**src/rtl/mul_shift_add_if.sv**
```systemverilog
// Operand/result bundle for mul_shift_add: start/busy/ready/count handshake shared with the divider.
interface mul_shift_add_if #(
    parameter int WIDTH = 16
);
    localparam int CW = $clog2(WIDTH);

    logic [WIDTH-1:0]   a;
    logic [WIDTH-1:0]   b;
    logic [WIDTH-1:0]   c;
    logic               start;
    logic [2*WIDTH-1:0] p;
    logic               busy;
    logic               ready;
    logic [CW-1:0]      count;

    modport master (
        output a, b, c, start,
        input  p, busy, ready, count
    );

    modport slave (
        input  a, b, c, start,
        output p, busy, ready, count
    );
endinterface

```
**src/rtl/mul_shift_add.sv**
```systemverilog
// Sequential shift-add multiply-accumulate, p = a*b + c over WIDTH iterations.
// Define MUL_SIGNED_EN for two's-complement operands (signed addend, subtract on b's MSB, arithmetic shift).
//
// state  | meaning
// -------+-----------------------------------------------
// IDLE   | holding operands/result; ready marks a valid p
// RUN    | one shift-add iteration per clock, count 0..WIDTH-1
module mul_shift_add #(
    parameter int WIDTH = 16
) (
    input  logic             clk,
    input  logic             rst,
    mul_shift_add_if.slave   bus
);
    localparam int CW = $clog2(WIDTH);

    typedef enum logic {
        ST_IDLE = 1'b0,
        ST_RUN  = 1'b1
    } state_t;

    state_t           state_q, state_d;
    logic [WIDTH:0]   h_q, h_d;
    logic [WIDTH-1:0] l_q, l_d;
    logic [WIDTH-1:0] a_q, a_d;
    logic             ready_q, ready_d;
    logic [CW-1:0]    cnt_q, cnt_d;

    logic             last;
    logic [WIDTH:0]   addend;
    logic [WIDTH:0]   sum;
    logic             shift_msb;
    logic [WIDTH:0]   h_load;

    always_comb begin
        last = (cnt_q == CW'(WIDTH - 1));
`ifdef MUL_SIGNED_EN
        // b's MSB carries negative weight, so the final partial product is subtracted
        addend    = l_q[0] ? {a_q[WIDTH-1], a_q} : '0;
        sum       = last ? (h_q - addend) : (h_q + addend);
        shift_msb = sum[WIDTH];
        h_load    = {bus.c[WIDTH-1], bus.c};
`else
        addend    = l_q[0] ? {1'b0, a_q} : '0;
        sum       = h_q + addend;
        shift_msb = 1'b0;
        h_load    = {1'b0, bus.c};
`endif
    end

    always_comb begin
        state_d = state_q;
        h_d     = h_q;
        l_d     = l_q;
        a_d     = a_q;
        ready_d = ready_q;
        cnt_d   = cnt_q;
        if (bus.start) begin
            // a restart while running simply reloads; the aborted result never flags ready
            state_d = ST_RUN;
            h_d     = h_load;
            l_d     = bus.b;
            a_d     = bus.a;
            ready_d = 1'b0;
            cnt_d   = '0;
        end else if (state_q == ST_RUN) begin
            h_d   = {shift_msb, sum[WIDTH:1]};
            l_d   = {sum[0], l_q[WIDTH-1:1]};
            cnt_d = cnt_q + 1'b1;
            if (last) begin
                state_d = ST_IDLE;
                ready_d = 1'b1;
            end
        end
    end

    always_ff @(posedge clk) begin
        if (rst) begin
            state_q <= ST_IDLE;
            h_q     <= '0;
            l_q     <= '0;
            a_q     <= '0;
            ready_q <= 1'b0;
            cnt_q   <= '0;
        end else begin
            state_q <= state_d;
            h_q     <= h_d;
            l_q     <= l_d;
            a_q     <= a_d;
            ready_q <= ready_d;
            cnt_q   <= cnt_d;
        end
    end

    assign bus.p     = {h_q[WIDTH-1:0], l_q};
    assign bus.busy  = (state_q == ST_RUN);
    assign bus.ready = ready_q;
    assign bus.count = cnt_q;
endmodule

```
**src/flat_wrapper.sv**
```systemverilog
// flat-port wrapper written by rule: the top's interface ports become plain ports
module mul_shift_add_flat 
#(
    parameter int WIDTH = 16
)
  (clk, rst, bus_a, bus_b, bus_c, bus_start, bus_p, bus_busy, bus_ready, bus_count);
  mul_shift_add_if #(.WIDTH(WIDTH)) bus_i ();
  input  logic clk;
  input  logic rst;
  input wire logic [$bits(bus_i.a)-1:0] bus_a;
  input wire logic [$bits(bus_i.b)-1:0] bus_b;
  input wire logic [$bits(bus_i.c)-1:0] bus_c;
  input wire logic [$bits(bus_i.start)-1:0] bus_start;
  output wire logic [$bits(bus_i.p)-1:0] bus_p;
  output wire logic [$bits(bus_i.busy)-1:0] bus_busy;
  output wire logic [$bits(bus_i.ready)-1:0] bus_ready;
  output wire logic [$bits(bus_i.count)-1:0] bus_count;
  assign bus_i.a = bus_a;
  assign bus_i.b = bus_b;
  assign bus_i.c = bus_c;
  assign bus_i.start = bus_start;
  assign bus_p = bus_i.p;
  assign bus_busy = bus_i.busy;
  assign bus_ready = bus_i.ready;
  assign bus_count = bus_i.count;
  mul_shift_add #(.WIDTH(WIDTH)) u_core (.clk(clk), .rst(rst), .bus(bus_i));
endmodule
```
**config.mk**
```make
export PLATFORM = sky130hd
export DESIGN_NAME = mul_shift_add_flat
export DESIGN_NICKNAME = d
export VERILOG_FILES = /design/src/rtl/mul_shift_add_if.sv /design/src/rtl/mul_shift_add.sv /design/src/flat_wrapper.sv
export SDC_FILE = /design/constraint.sdc
export NUM_CORES = 1
export LEC_CHECK = 0
export ABC_AREA = 1
export BUFFER_PORTS_ARGS = -buffer_cell sky130_fd_sc_hd__buf_2
export CAP_MARGIN = 20
export CORE_ASPECT_RATIO = 0.7
export CORE_MARGIN = 2
export CORE_UTILIZATION = 35
export DETAILED_ROUTE_END_ITERATION = 7
export HOLD_SLACK_MARGIN = 0.1
export PLACE_DENSITY = 0.64
export SYNTH_ARGS = -nofsm -noshare
export SYNTH_HDL_FRONTEND = slang
export SYNTH_SLANG_ARGS = --single-unit
export TNS_END_PERCENT = 5
```
**constraint.sdc**
```tcl
create_clock -name clk -period 6.3 [get_ports clk]
set_clock_uncertainty 0.2 [all_clocks]
set_input_delay 0.315 -clock clk [delete_from_list [all_inputs] [get_ports clk]]
set_output_delay 0.315 -clock clk [all_outputs]
set_load 0.05 [all_outputs]
```
# --- Word-level counts from Yosys, hierarchy flattened ---
# Cells that the tools add are included.
op_classes:
  n_addsub: 2
  n_eq_ne: 1
  n_mux: 8
  n_reduce_logical: 3
op_table:
  columns: ["cell", "count"]
  rows:
  - ["16-bit 2-to-1 mux", 5]
  - ["16-bit by 17-bit adder with 17-bit output", 1]
  - ["4-bit by 1-bit adder with 4-bit output, second input constant", 1]
  - ["4-bit == test, second input constant", 1]
  - ["1-bit 2-to-1 mux", 3]
  - ["2-bit AND reduction", 1]
  - ["2-bit nonzero test", 1]
  - ["2-bit OR reduction", 1]
totals:
  regBits: 54
  input_bits: 51
  out_inout_bits: 38
  word_cells: 20

# --- Logic depth before layout (Yosys ltp) ---
depth:
  ltp_word: 4
  ltp_mapped: 15
  mapped_depth_nobuf: 13

# --- Worst setup path after synthesis ---
# OpenSTA, ideal clock, no wires.
synth_timing:
  path_type: "flip-flop to flip-flop"
  from: "reg u_core.l_q[0]"
  to: "reg u_core.h_q[15]"
  setup_time_ps: 130
  arrival_ps: 2210
  required_ps: 5970
  setup_slack_ps: 3759
  stages_incl_launch_ff: 14
  path_buffers: 2
  synth_period_minus_slack_ps: 2541
  cell_sequence: "dfxtp_1 > clkbuf_1 > clkbuf_1 > nand2_1 > inv_1 > ha_1 > a21oi_1 > nor2_1 > nor2_1 > nand3_2 > nand2_1 > nand2_1 > nand2_1 > a21oi_2"
synth_via:
  elab_chain_cells: 4
synth_rtl:
  columns: ["item", "line", "source"]
  rows:
  - ["start: declaration", "mul_shift_add.sv:24", "logic [WIDTH-1:0] l_q, l_d;"]
  - ["start signal: assignment", "mul_shift_add.sv:88", "l_q <= l_d;"]
  - ["16-bit 2-to-1 mux", "mul_shift_add.sv:44", "addend = l_q[0] ? {1'b0, a_q} : '0;"]
  - ["16-bit by 17-bit adder with 17-bit output", "mul_shift_add.sv:45", "sum = h_q + addend;"]
  - ["16-bit 2-to-1 mux", "mul_shift_add.sv:66", "end else if (state_q == ST_RUN) begin"]
  - ["16-bit 2-to-1 mux", "mul_shift_add.sv:58", "if (bus.start) begin"]
  - ["end signal: assignment", "mul_shift_add.sv:80", "h_q <= '0;"]
  - ["end signal: assignment", "mul_shift_add.sv:87", "h_q <= h_d;"]
  - ["end: declaration", "mul_shift_add.sv:23", "logic [WIDTH:0] h_q, h_d;"]
# Every way passes these cells. The select of a mux whose other input is x is not followed.
# A chain may end at the register's enable or synchronous reset.

# --- Worst setup path in the final report ---
layout_timing:
  from: "reg u_core.l_q[0]"
  to: "reg u_core.h_q[12]"
# Same word-level chain as after synthesis.

==> impl_metrics.ini <==
[status]
outcome = complete, no violations

[worst_setup_path]
critPathMaxStageDelay_ps = 670
cp.arrival_ps = 2450
worstPathRequired_ps = 6330
cpMostUsedCell = nand2_1
critical_path.endpoint_type = register
cp_slowest_cell = dfxtp_1
crit_chain = nand2_1 > inv_1 > ha_1 > nand2_1 > nand2_1 > nand2_1 > nand2_1 > a21oi_1 > nand2_1 > nand2_1 > nand3_1 > a21oi_1
worst_setup_path_start_kind = register
ff2ff_setup_slack_ps = 3880
path_max_fanout = 18
path_class = register to register

[route]
drc = 0
drtPass1Iterations = 7
wire_per_inst_um = 12.5
drtAntennaViolNets = 0
vias = 3261
routed_wl_um = 8830
via_per_inst = 4.62
first_iter_violations = 192

[clock_network]
cts_setup_buffers = 0
cts_resized = 0
cts_sinks = 54
htree_levels = 2
cts_tree = built
cts_buffers = 5
ctsRootBufferMaster = clkbuf_16
clk_path_buf_depth = 2
cts.clk_slew.worst_paths_ps = 70
clock_latency_ps = 300
ctsHoldBuffers = 17

[global_route]
grt_max_degree = 53
track_usage_pct = 18.2
grt_antenna_before_repair = 0
grt_pass1_vias = 3148
grt_pass1_wl_um = 14800
grt.overflow.total = 0

[placed_design]
place_inst = 682
io_buffers = 88
dp_hpwl_um = 6530
gp_congestion = 0.877

[timing]
final_max_slew_viol_count = 0
setup_viol = 0
min_period_ps = 2420
fin_tns_setup_ps = 0
grt_setup_unrepaired = no
fin_crit_sh_pct = 38.5
relSlewSlack_pct = 36.6
fmax_mhz = 413
tightest_slew_ps = 951
hold_viol = 0

[finish]
instances_no_fill = 706
layout-drive-gt1-share_pct = 21.6
num_antenna_cells = 0
finalNetCount = 651
final-seq-area_um2 = 1080
syn2layout_area_growth_pct = 25.3
final_util_pct = 44.9
multi_input_area_um2 = 1790
fill_cells = 937

[synth]
syn_area_per_cell_um2 = 6.64
synth_area_um2 = 3240
dominantRegCellSynth = dfxtp_1
yosys_warnings = 0
ys_ff_latch = 54
synth_top_area_share_pct = 33.4
synth-edff-count = 0
synth_commonest_cells = nand2_1, inv_1, dfxtp_1
yosysMostFrequentCell = nand2_1
synth_cell_types = 32
netlist_instances = 488
synth_top_area_cell = dfxtp_1
synth_area_leaders = dfxtp_1, nand2_1, inv_1
ys_seq_area_share_pct = 33.4
async_reset_ff_share_pct = 0
synthesis.nets = 557

[power]
power_mw = 0.829
leakage_nw = 2.24
vdd.ir_drop.worst_mv = 0.113
powerDensity_nw_per_um2 = 204

[die]
die_area_um2 = 10000
die_x_um = 119
start_util_pct = 35.8
die_h_um = 84.5
core-area_um2 = 9030
fp-row-count = 29
ios = 89

[run]
max_cap_violations = 0

[hold_path]
hold_path_class = primary input to register
[cells in the final DEF (no fill, tap or decap), drive strengths merged]
cell type / n
nor2: 55
o21ai: 25
buf: 89
xnor2: 2
clkbuf: 5
a21oi: 30
dfxtp: 54
clkinv: 3
nand2: 149
fa: 1
a311oi: 1
nand4: 2
inv: 73
dlygate4sd3: 17
nor3: 3
a22oi: 19
ha: 17
o211ai: 1
a31oi: 5
nand3b: 4
xor2: 4
or2: 2
nand3: 21
[kinds of logic (layout without fill, tap and decap cells)]
group / Yosys count / count (layout) / share of synthesized area, %
and+or+nand+nor: 236 / 236 / 31.6
xor gates and xnor gates: 6 / 6 / 1.62
buffers and inverters: 93 / 187 / 11.5
adders and majority gates: 18 / 18 / 7.19
AOI/OAI and AO/OA: 81 / 81 / 14.7
DFF: 54 / 54 / 33.4
[critical path: cells and delay by family, from the launching register on]
family / cells / cell delay (ps)
fa+ha+maj: 1 / 290
buf+inv: 1 / 120
simple gates: 8 / 630
flops: 1 / 670
compound gates: 2 / 420
[sequential cells by signal, indices dropped and copies added, names as in the netlist]
register	flops
u_core.a_q	16
u_core.h_q	16
u_core.l_q	16
u_core.bus.count	4
u_core.bus.busy	1
u_core.bus.ready	1
[per-stage QoR]
| step | hold WS (ps) | cell area [um2] | worst slack (ps) |
|---|---|---|---|
| after floorplan | 193 | 3240 | 3760 |
| after global placement | 256 | 3750 | 3760 |
| after detailed placement | 266 | 3750 | 3740 |
| after CTS | 104 | 4060 | 3910 |
| after global routing | 111 | 4060 | 3570 |
| final | 100 | 4060 | 3880 |
[metal layers]
metal / GRT usage [%] / routed length, um
met4: 4.65 / 95
met2: 27.6 / 3690
met1: 26.6 / 4610
met5: 0 / 0
met3: 3.19 / 431
[path summary, 6_finish.rpt]
path / start / to / depth (start not counted)
max: u_core.l_q[0] / u_core.h_q[12] / 12
min: bus_c[1] / u_core.h_q[1] / 3
max reg2reg: u_core.l_q[0] / u_core.h_q[12] / 12
min reg2reg: u_core.bus.count[3] / u_core.bus.count[3] / 2
[power by group]
| group | switching, mW | internal, mW |
|---|---|---|
| Clock | 0.132 | 0.146 |
| Sequential | 0.0169 | 0.362 |
| Combinational | 0.114 | 0.0576 |
[final cells by class]
| cell class | instances | share of cell area [%] |
|---|---|---|
| inverters | 74 | 6.85 |
| multi-input cells | 341 | 44.0 |
| clock inverters | 2 | 0.339 |
| clock buffers | 5 | 3.08 |
| flip-flops and latches | 54 | 26.7 |
| repair buffers | 106 | 15.2 |
| well taps | 124 | 3.82 |
(Power assumes the default switching activity.)
